<file path="src/rtl/pc_gen_pkg.sv">
// Shared constants for the fetch-address generator: reset/interrupt vectors,
// stall-vector geometry and chip-enable encodings.
package pc_gen_pkg;

  localparam logic [31:0] RST_VEC   = 32'hBFC0_0000;
  localparam logic [31:0] INT_VEC   = 32'hBFC0_0380;
  localparam int unsigned STALL_W   = 6;
  localparam int unsigned STALL_BIT = 0;

  typedef enum logic {
    CHIP_DISABLE = 1'b0,
    CHIP_ENABLE  = 1'b1
  } ce_e;

endpackage

</file>
<file path="src/rtl/pc_ras.sv">
// Circular return-address stack: top pointer plus saturating count.
// Push on full overwrites the oldest entry; pop on empty is ignored.
module pc_ras #(
  parameter int unsigned ADDR_W    = 32,
  parameter int unsigned RAS_DEPTH = 4
) (
  input  logic              clk,
  input  logic              rst,
  input  logic              push_i,
  input  logic [ADDR_W-1:0] push_addr_i,
  input  logic              pop_i,
  output logic [ADDR_W-1:0] top_o,
  output logic              valid_o
);

  localparam int unsigned PTR_W = $clog2(RAS_DEPTH);
  localparam int unsigned CNT_W = $clog2(RAS_DEPTH + 1);

  logic [ADDR_W-1:0] stack_q [RAS_DEPTH];
  logic [PTR_W-1:0]  ptr_q, ptr_d, wr_ptr;
  logic [CNT_W-1:0]  cnt_q, cnt_d;
  logic              wr_en;
  logic              do_pop;

  assign valid_o = (cnt_q != '0);
  assign top_o   = stack_q[ptr_q];
  assign do_pop  = pop_i & valid_o;

  // Simultaneous push and valid pop replaces the top in place.
  always_comb begin
    ptr_d  = ptr_q;
    cnt_d  = cnt_q;
    wr_en  = 1'b0;
    wr_ptr = ptr_q;
    if (push_i && do_pop) begin
      wr_en = 1'b1;
    end else if (push_i) begin
      wr_en  = 1'b1;
      wr_ptr = ptr_q + 1'b1;
      ptr_d  = ptr_q + 1'b1;
      if (cnt_q != CNT_W'(RAS_DEPTH)) cnt_d = cnt_q + 1'b1;
    end else if (do_pop) begin
      ptr_d = ptr_q - 1'b1;
      cnt_d = cnt_q - 1'b1;
    end
  end

  always_ff @(posedge clk) begin
    if (rst) begin
      ptr_q <= '0;
      cnt_q <= '0;
    end else begin
      ptr_q <= ptr_d;
      cnt_q <= cnt_d;
    end
  end

  always_ff @(posedge clk) begin
    if (!rst && wr_en) stack_q[wr_ptr] <= push_addr_i;
  end

endmodule

</file>
<file path="src/rtl/pc_gen.sv">
// Fetch-address generator: prioritised redirect select, pending-redirect
// hold across stalls, sequential increment and RAS return prediction.
module pc_gen
  import pc_gen_pkg::*;
#(
  parameter int unsigned       ADDR_W     = 32,
  parameter int unsigned       INST_BYTES = 4,
  parameter logic [ADDR_W-1:0] RST_VEC    = ADDR_W'(pc_gen_pkg::RST_VEC),
  parameter logic [ADDR_W-1:0] INT_VEC    = ADDR_W'(pc_gen_pkg::INT_VEC),
  parameter bit                KEEP_MSB   = 1'b1,
  parameter int unsigned       STALL_W    = pc_gen_pkg::STALL_W,
  parameter int unsigned       STALL_BIT  = pc_gen_pkg::STALL_BIT,
  parameter int unsigned       RAS_DEPTH  = 4
) (
  input  logic               clk,
  input  logic               rst,
  input  logic [STALL_W-1:0] ctrl_stall,
  input  logic               int_en,
  input  logic               eret_en,
  input  logic [ADDR_W-1:0]  epc,
  input  logic               br_en,
  input  logic [ADDR_W-1:0]  br_addr,
  input  logic               ras_push,
  input  logic [ADDR_W-1:0]  ras_push_addr,
  input  logic               ras_pop,
  input  logic               fetch_ready,
  output logic [ADDR_W-1:0]  pc,
  output logic               ce,
  output logic               fetch_valid,
  output logic               ras_valid
);

  localparam logic [ADDR_W-1:0] INC = ADDR_W'(INST_BYTES);

  ce_e               ce_q, ce_d;
  logic [ADDR_W-1:0] pc_q, pc_d, pc_inc;
  logic              pend_v_q, pend_v_d;
  logic [ADDR_W-1:0] pend_a_q, pend_a_d;
  logic              ce_on, stalled, adv;
  logic              redir_v;
  logic [ADDR_W-1:0] redir_a;
  logic              ras_pop_eff;
  logic [ADDR_W-1:0] ras_top;
  logic              unused_stall;

  assign unused_stall = ^ctrl_stall;

  pc_ras #(
    .ADDR_W    (ADDR_W),
    .RAS_DEPTH (RAS_DEPTH)
  ) u_ras (
    .clk         (clk),
    .rst         (rst),
    .push_i      (ras_push),
    .push_addr_i (ras_push_addr),
    .pop_i       (ras_pop_eff),
    .top_o       (ras_top),
    .valid_o     (ras_valid)
  );

  // Chip-enable state: register / next-state / outputs.
  always_ff @(posedge clk) begin
    if (rst) ce_q <= CHIP_DISABLE;
    else     ce_q <= ce_d;
  end

  always_comb begin
    ce_d = CHIP_ENABLE;
  end

  always_comb begin
    ce_on       = (ce_q == CHIP_ENABLE);
    stalled     = ctrl_stall[STALL_BIT];
    ce          = ce_on;
    fetch_valid = ce_on & ~stalled;
  end

  assign adv         = ce_on & ~stalled & fetch_ready;
  assign ras_pop_eff = ras_pop & ce_on;

  always_comb begin
    redir_v = 1'b1;
    redir_a = INT_VEC;
    if      (int_en)                    redir_a = INT_VEC;
    else if (eret_en)                   redir_a = epc;
    else if (br_en)                     redir_a = br_addr;
    else if (ras_pop_eff && ras_valid)  redir_a = ras_top;
    else                                redir_v = 1'b0;
  end

  always_comb begin
    if (KEEP_MSB) pc_inc = {pc_q[ADDR_W-1], pc_q[ADDR_W-2:0] + INC[ADDR_W-2:0]};
    else          pc_inc = pc_q + INC;
  end

  always_comb begin
    pend_v_d = pend_v_q;
    pend_a_d = pend_a_q;
    if (!ce_on || adv) begin
      pend_v_d = 1'b0;
    end else if (redir_v) begin
      pend_v_d = 1'b1;
      pend_a_d = redir_a;
    end
  end

  always_comb begin
    pc_d = pc_q;
    if (!ce_on)        pc_d = RST_VEC;
    else if (adv) begin
      if (redir_v)       pc_d = redir_a;
      else if (pend_v_q) pc_d = pend_a_q;
      else               pc_d = pc_inc;
    end
  end

  always_ff @(posedge clk) begin
    if (rst) begin
      pc_q     <= RST_VEC;
      pend_v_q <= 1'b0;
      pend_a_q <= '0;
    end else begin
      pc_q     <= pc_d;
      pend_v_q <= pend_v_d;
      pend_a_q <= pend_a_d;
    end
  end

  assign pc = pc_q;

endmodule

</file>
<file path="config.mk">
export PLATFORM = sky130hd
export DESIGN_NAME = pc_gen
export DESIGN_NICKNAME = d
export VERILOG_FILES = /design/src/rtl/pc_gen_pkg.sv /design/src/rtl/pc_ras.sv /design/src/rtl/pc_gen.sv
export SDC_FILE = /design/constraint.sdc
export NUM_CORES = 1
export LEC_CHECK = 0
export CORE_MARGIN = 10
export CORE_UTILIZATION = 54
export DETAILED_ROUTE_END_ITERATION = 10
export PLACE_DENSITY_LB_ADDON = 0.2
export SYNTH_ARGS = -nofsm -noshare
export SYNTH_HDL_FRONTEND = slang
export SYNTH_HIERARCHICAL = 1
export SYNTH_SLANG_ARGS = --single-unit
</file>
<file path="constraint.sdc">
create_clock -name clk -period 5 [get_ports clk]
set_clock_uncertainty 0.15 [all_clocks]
set_input_delay 0.5 -clock clk [delete_from_list [all_inputs] [get_ports clk]]
set_output_delay 0.5 -clock clk [all_outputs]
set_load 0.05 [all_outputs]
</file>
==> results of run 1 <==
[stage by stage]
step | power (mW) | instance area (sq um) | util | setup slack, ps
2_1_floorplan | 2.26 | 9220 | - | 775
3_3_place_gp | 2.45 | 10700 | 0.643 | 1270
3_5_place_dp | 2.47 | 10700 | 0.643 | 1230
4_1_cts | 3.96 | 11400 | 0.683 | 1630
5_1_grt | 4.09 | 11400 | 0.683 | 1450
6_report | 3.94 | 11400 | 0.683 | 1610
[cell usage after synthesis, drive strengths merged (3+ instances only)]
cell	count	area, sq um
a211oi	15	113
a21oi	52	264
a221oi	20	175
a22oi	11	82.6
a311oi	4	35.0
a31oi	21	131
and2	5	32.5
and3	6	37.5
buf	24	175
clkbuf	26	97.6
dfxtp	73	1460
edfxtp	128	3840
ha	5	62.6
inv	14	52.6
mux2i	4	40.0
mux4	32	721
nand2	60	225
nand2b	9	56.3
nand3	28	150
nand3b	3	22.5
nand4	12	96.3
nand4b	3	26.3
nor2	50	190
nor2b	17	106
nor3	27	150
nor4	3	63.8
o211ai	3	22.5
o21ai	42	210
o22ai	14	87.6
o31ai	4	30.0
or3	6	37.5
xor2	7	61.3
[cell usage in the layout (no fill, tap or decap), types with 4 or more instances in the layout]
master / count
mux2i_1: 4
inv_1: 13
xor2_1: 7
nand4_1: 10
clkbuf_16: 21
nand2b_1: 9
edfxtp_1: 128
nand3_1: 26
buf_4: 11
o22ai_1: 14
a221oi_1: 20
and3_1: 6
a31oi_1: 19
a21oi_1: 51
ha_1: 5
a311oi_1: 4
o31ai_1: 4
or3_1: 6
a22oi_1: 11
and2_1: 4
clkinv_2: 4
nor3_1: 24
dfxtp_1: 71
nor2b_1: 17
nand2_1: 60
o21ai_0: 36
mux4_2: 32
o21ai_1: 6
clkdlybuf4s50_1: 138
a211oi_1: 15
nor2_1: 47
clkinv_1: 5
[per-layer routing]
layer | vias to the layer above | part of all wire
met4 | 0 | 0.032
met3 | 55 | 0.078
met5 | - | 0
met2 | 304 | 0.51
met1 | 3490 | 0.38
li1 | 3228 | -
[final timing paths]
| check | startpoint | endpoint |
|---|---|---|
| hold / removal | pend_a_q[11] | pend_a_q[11] |
| setup reg to reg | u_ras/cnt_q[0] | u_ras/stack_q[3][15] |
| setup / recovery | u_ras/cnt_q[0] | u_ras/stack_q[3][15] |
| hold reg to reg | pend_a_q[11] | pend_a_q[11] |
[where the power goes]
part	leakage (nW)	switching [mW]	internal (mW)	total, mW
clock network	0.319	0.618	0.875	1.49
logic	1.70	0.284	0.243	0.526
registers	1.76	0.0707	1.85	1.92
[worst max-delay path: cells and delay by family, from the launching register on]
family | cells | cell delay, ps
and+or+nand+nor | 4 | 1150
AOI/OAI and AO/OA | 1 | 620
buffers and inverters | 2 | 450
DFF | 1 | 370
adders and majority gates | 1 | 310
[registers in the layout, summed over array words and instances (netlist names), named ones only]
register / flops
pend_v_q: 1
pc: 32
u_ras/stack_q: 128
ce: 1
pend_a_q: 32
u_ras/cnt_q: 3
u_ras/ptr_q: 2
[cell families (layout without fill, tap and decap cells)]
logic type | after synthesis | after routing | synth area share
muxes | 36 | 36 | 0.0825
and+or+nand+nor | 241 | 241 | 0.141
DFF | 201 | 201 | 0.575
buffers and inverters | 65 | 202 | 0.0373
adders and majority gates | 6 | 6 | 0.00896
xor gates and xnor gates | 9 | 9 | 0.00855
AOI/OAI and AO/OA | 208 | 208 | 0.146
[final cells by class]
| cell class | instances | area [sq um] | area share |
|---|---|---|---|
| multi-input combinational | 500 | 3600 | 0.317 |
| tap | 220 | 275 | 0.0242 |
| inverter | 14 | 52.6 | 0.00462 |
| clock buffer | 24 | 537 | 0.0472 |
| timing repair buffer | 150 | 1470 | 0.129 |
| sequential | 201 | 5310 | 0.467 |
| clock inverter | 14 | 123 | 0.0108 |
==> impl_metrics.py, run 1 <==
metrics = {
    "floorplanning": {
        "die_y_um": 151,
        "rows": 47,
        "coreArea_sq_um": 16600,
        "io_pins": 145,
        "die_width_um": 151,
        "die-area_sq_um": 22700,
        "floorplan.initialDensity": 0.554,
    },
    "global_routing": {
        "use_met1": 0.272,
        "grt_use_met3": 0.0495,
        "gr-total-overflow": 0,
        "grt_util_met2": 0.375,
        "grt_pass1_vias": 7102,
        "top_usage_layer": "met2",
        "grt_pass1_wl_mm": 39.4,
        "grt_antenna_before_repair": 0,
        "grt_max_degree": 55,
        "grt_usage": 0.221,
    },
    "power_and_ir_drop": {
        "ir_drop_mv": 0.313,
        "leakagePower_nw": 3.78,
        "power_per_cell_area_nw_per_um2": 347,
    },
    "timing": {
        "hold_viol_final": 0,
        "tns_ps": 0,
        "slew_viol_final": 0,
        "setup-violations-final": 0,
        "worst_hold_slack_ps": 304,
        "rsz0062_at_grt": "no",
        "fmax_ghz": 0.295,
        "post-route-period-util": 0.677,
        "slew_headroom": 0.320,
        "tightest_slew_ps": 1020,
        "period_needed_ps": 3390,
    },
    "route": {
        "first_pass_iters": 5,
        "drtAntennaViolNets": 0,
        "drtIter0Drc": 739,
        "drt-total-wl_mm": 25.5,
        "wl_per_cell_um": 22.7,
        "vias_per_cell": 6.30,
        "vias": 7077,
        "drc": 0,
    },
    "cts": {
        "clock_latency_ps": 500,
        "cts_buffer_depth": 3,
        "cts_hold_buffers": 0,
        "cts_setup_buffers": 0,
        "cts_resized": 0,
        "clock-sinks": 201,
        "numCtsBuffers": 21,
        "clkTransAtPathRegs_ps": 60,
        "root_buffer": "clkbuf_16",
        "tritoncts": "yes",
        "htreeDepth": 1,
    },
    "yosys": {
        "synth_warnings": 6,
        "syn_area_sq_um": 9220,
        "netlist_instances": 766,
        "syn-mean-instance-area_sq_um": 12.0,
        "seq_area_frac_synth": 0.575,
        "ys_types": 74,
        "synth_edf_count": 128,
        "syn_nets": 882,
        "ys.flop_type": "edfxtp_1",
        "ys_ff_latch": 201,
        "async_reset_ff_frac": 0,
    },
    "finish": {
        "final_cells": 1123,
        "final_net_count": 1004,
        "diodes": 0,
        "layout-drive-gt1-share": 0.106,
        "fillerInstances": 1152,
        "area_growth_pct": 23.3,
    },
    "worst_setup_path": {
        "critPathMaxFanout": 17,
        "cp_slowest_cell": "a31oi_4",
        "reg2reg_slack_ps": 1610,
        "cp.required_ps": 5020,
        "crit_type": "reg2reg",
        "critical_path_arrival_ps": 3410,
        "start_kind": "flop",
        "cp_slowest_stage_delay_ps": 620,
        "path_cells": "or3_1, nand2_1, inv_2, ha_1, nor2b_1, nand3_1, a31oi_4, buf_4",
        "reg2reg_depth": 8,
        "critPathCaptureType": "flop",
    },
    "status": {
        "outcome": "completed",
    },
    "placement": {
        "place_congestion": 0.854,
        "portBuffers": 139,
        "placed_cells": 1085,
        "dp_hpwl_mm": 17.9,
    },
    "min_path": {
        "hold_depth": 2,
        "hp-class": "reg2reg",
    },
    "job": {
        "drv_cap": 0,
    },
}
No activity file was read; power rests on OpenSTA's default activity.
==> inputs of run 2 (changes only) <==
- CORE_UTILIZATION: 54 -> 49
- clock period: 5 -> 3.1 ns (I/O delays scaled with it)
==> run 2 against run 1 <==
Net effect: routed wire length about the same; worst setup slack worse by 1300 ps; sequential share of layout area down 1.3 points; critical path type unchanged; combinational power up 77%; final area up 2.8%; sequential power up 59%; largest cell class unchanged; count of clock-buffer cells in the layout up 4; non-clock buffer count up 18; die area up 8.8%; fmax up 23%; clock power up 71%.
==> impl_metrics.py, run 2 (synthesis results as in run 1) <==
metrics = {
    "worst_setup_path": {
        "critical_path_arrival_ps": 2790,
        "cp_slowest_cell": "or3_1",
        "cp.required_ps": 3140,
        "cp_slowest_stage_delay_ps": 480,
        "path_cells": "or3_1, nand2_1, inv_2, ha_1, nor2b_1, nand3_1, a31oi_4, buf_12",
        "critPathMaxFanout": 32,
        "critPathCaptureType": "flop",
        "crit_type": "reg2reg",
        "start_kind": "flop",
    },
    "route": {
        "drt-total-wl_mm": 25.5,
        "vias_per_cell": 6.05,
        "drtIter0Drc": 637,
        "drtAntennaViolNets": 0,
        "wl_per_cell_um": 22.0,
        "drc": 0,
        "vias": 7001,
        "first_pass_iters": 5,
    },
    "placement": {
        "dp_hpwl_mm": 18.2,
        "place_congestion": 0.859,
        "dp_worst_setup_slack_ps": 287,
        "portBuffers": 139,
    },
    "finish": {
        "final_common_cell": "clkdlybuf4s50_1",
        "diodes": 0,
        "fillerInstances": 1422,
        "layout_common_cells": "138 x clkdlybuf4s50_1, 128 x edfxtp_1, 72 x dfxtp_1",
        "largest_register": "u_ras/stack_q",
        "area_growth_pct": 26.7,
        "final_net_count": 1023,
        "layout-drive-gt1-share": 0.126,
        "largest_reg_flops": 128,
    },
    "power_and_ir_drop": {
        "switchingPower_mw": 1.62,
        "power_per_cell_area_nw_per_um2": 560,
        "ir_drop_mv": 0.472,
        "comb_power_share": 0.142,
        "clockPowerShare": 0.390,
        "leakagePower_nw": 3.91,
        "seqPwrFrac": 0.468,
        "p_sw_frac": 0.248,
        "cellInternalPower_mw": 4.92,
    },
    "job": {
        "drv_cap": 0,
    },
    "floorplanning": {
        "die_width_um": 157,
        "coreArea_sq_um": 18600,
        "rows": 50,
        "die_y_um": 157,
        "die-area_sq_um": 24700,
        "io_pins": 145,
        "floorplan.initialDensity": 0.496,
    },
    "cts": {
        "clock_latency_ps": 510,
        "cts_resized": 0,
        "cts_hold_buffers": 0,
        "cts_setup_buffers": 0,
        "cts_buffer_depth": 3,
        "clkTransAtPathRegs_ps": 60,
        "tritoncts": "yes",
        "clock-sinks": 201,
        "htreeDepth": 1,
        "numCtsBuffers": 22,
        "root_buffer": "clkbuf_16",
    },
    "global_routing": {
        "gr-total-overflow": 0,
        "grt_usage": 0.198,
        "grt_pass1_vias": 6869,
        "grt_antenna_before_repair": 0,
        "grt_max_degree": 43,
        "grt_pass1_wl_mm": 38.5,
    },
    "timing": {
        "hold_viol_final": 0,
        "setup-violations-final": 0,
        "post-route-period-util": 0.887,
        "period_needed_ps": 2750,
        "slew_headroom": 0.540,
        "tns_ps": 0,
        "setup_slack_ps": 350,
        "tightest_slew_ps": 685,
        "slew_viol_final": 0,
        "rsz0062_at_grt": "no",
        "fmax_ghz": 0.364,
    },
    "min_path": {
        "hp-class": "in2reg",
    },
    "status": {
        "outcome": "completed",
    },
}
==> run 2: through the flow <==
step | total power [mW] | std cells | instance area, sq um | hold WS (ps) | utilization
5_1_grt | 6.78 | 1157 | 11700 | 289 | 0.629
6_report | 6.54 | 1157 | 11700 | 284 | 0.629
3_3_place_gp | 4.01 | 1117 | 11000 | 289 | 0.590
3_5_place_dp | 4.04 | 1117 | 11000 | 295 | 0.590
4_1_cts | 6.58 | 1157 | 11700 | 273 | 0.629
2_1_floorplan | 3.65 | 766 | 9260 | 229 | -
==> run 2: final timing paths <==
path                          start              endpoint  slack [ps]  depth (start not counted)
hold / removal    ras_push_addr[13]  u_ras/stack_q[2][13]         280                          1
hold reg to reg         pend_a_q[9]           pend_a_q[9]         300                          2
setup reg to reg     u_ras/cnt_q[0]   u_ras/stack_q[1][0]         350                          8
setup / recovery     u_ras/cnt_q[0]   u_ras/stack_q[1][0]         350                          8
==> run 2: cell type report <==
cell class                 instances  area [sq um]  area share
inverter                          14          52.6     0.00450
timing repair buffer             168          1700       0.146
clock buffer                      28           583      0.0499
clock inverter                    12           128      0.0109
tap                              234           293      0.0251
multi-input combinational        500          3610       0.309
sequential                       201          5310       0.454
==> run 2: critical path: cells and delay by family, from the launching register on <==
kind,cells,cell delay [ps]
fa+ha+maj,1,300
buf+inv,2,290
flops,1,360
compound gates,1,220
simple gates,4,1100
==> run 2: layer usage <==
layer	vias to the layer above	track usage	share of wire
met1	3449	0.256	0.41
met3	33	0.0366	0.066
met4	0	0.0467	0.017
met2	250	0.338	0.50
met5	-	0	0
li1	3269	-	-
==> run 2: power by group through the flow <==
| stage | sequential, mW | clock (mW) | combinational [mW] |
|---|---|---|---|
| 4_1_cts | 3.06 | 2.59 | 0.929 |
| 5_1_grt | 3.08 | 2.71 | 0.995 |
| 3_5_place_dp | 3.12 | 0 | 0.924 |
| 2_1_floorplan | 3.11 | 0 | 0.543 |
| 3_3_place_gp | 3.11 | 0 | 0.907 |
| 6_report | 3.06 | 2.55 | 0.930 |
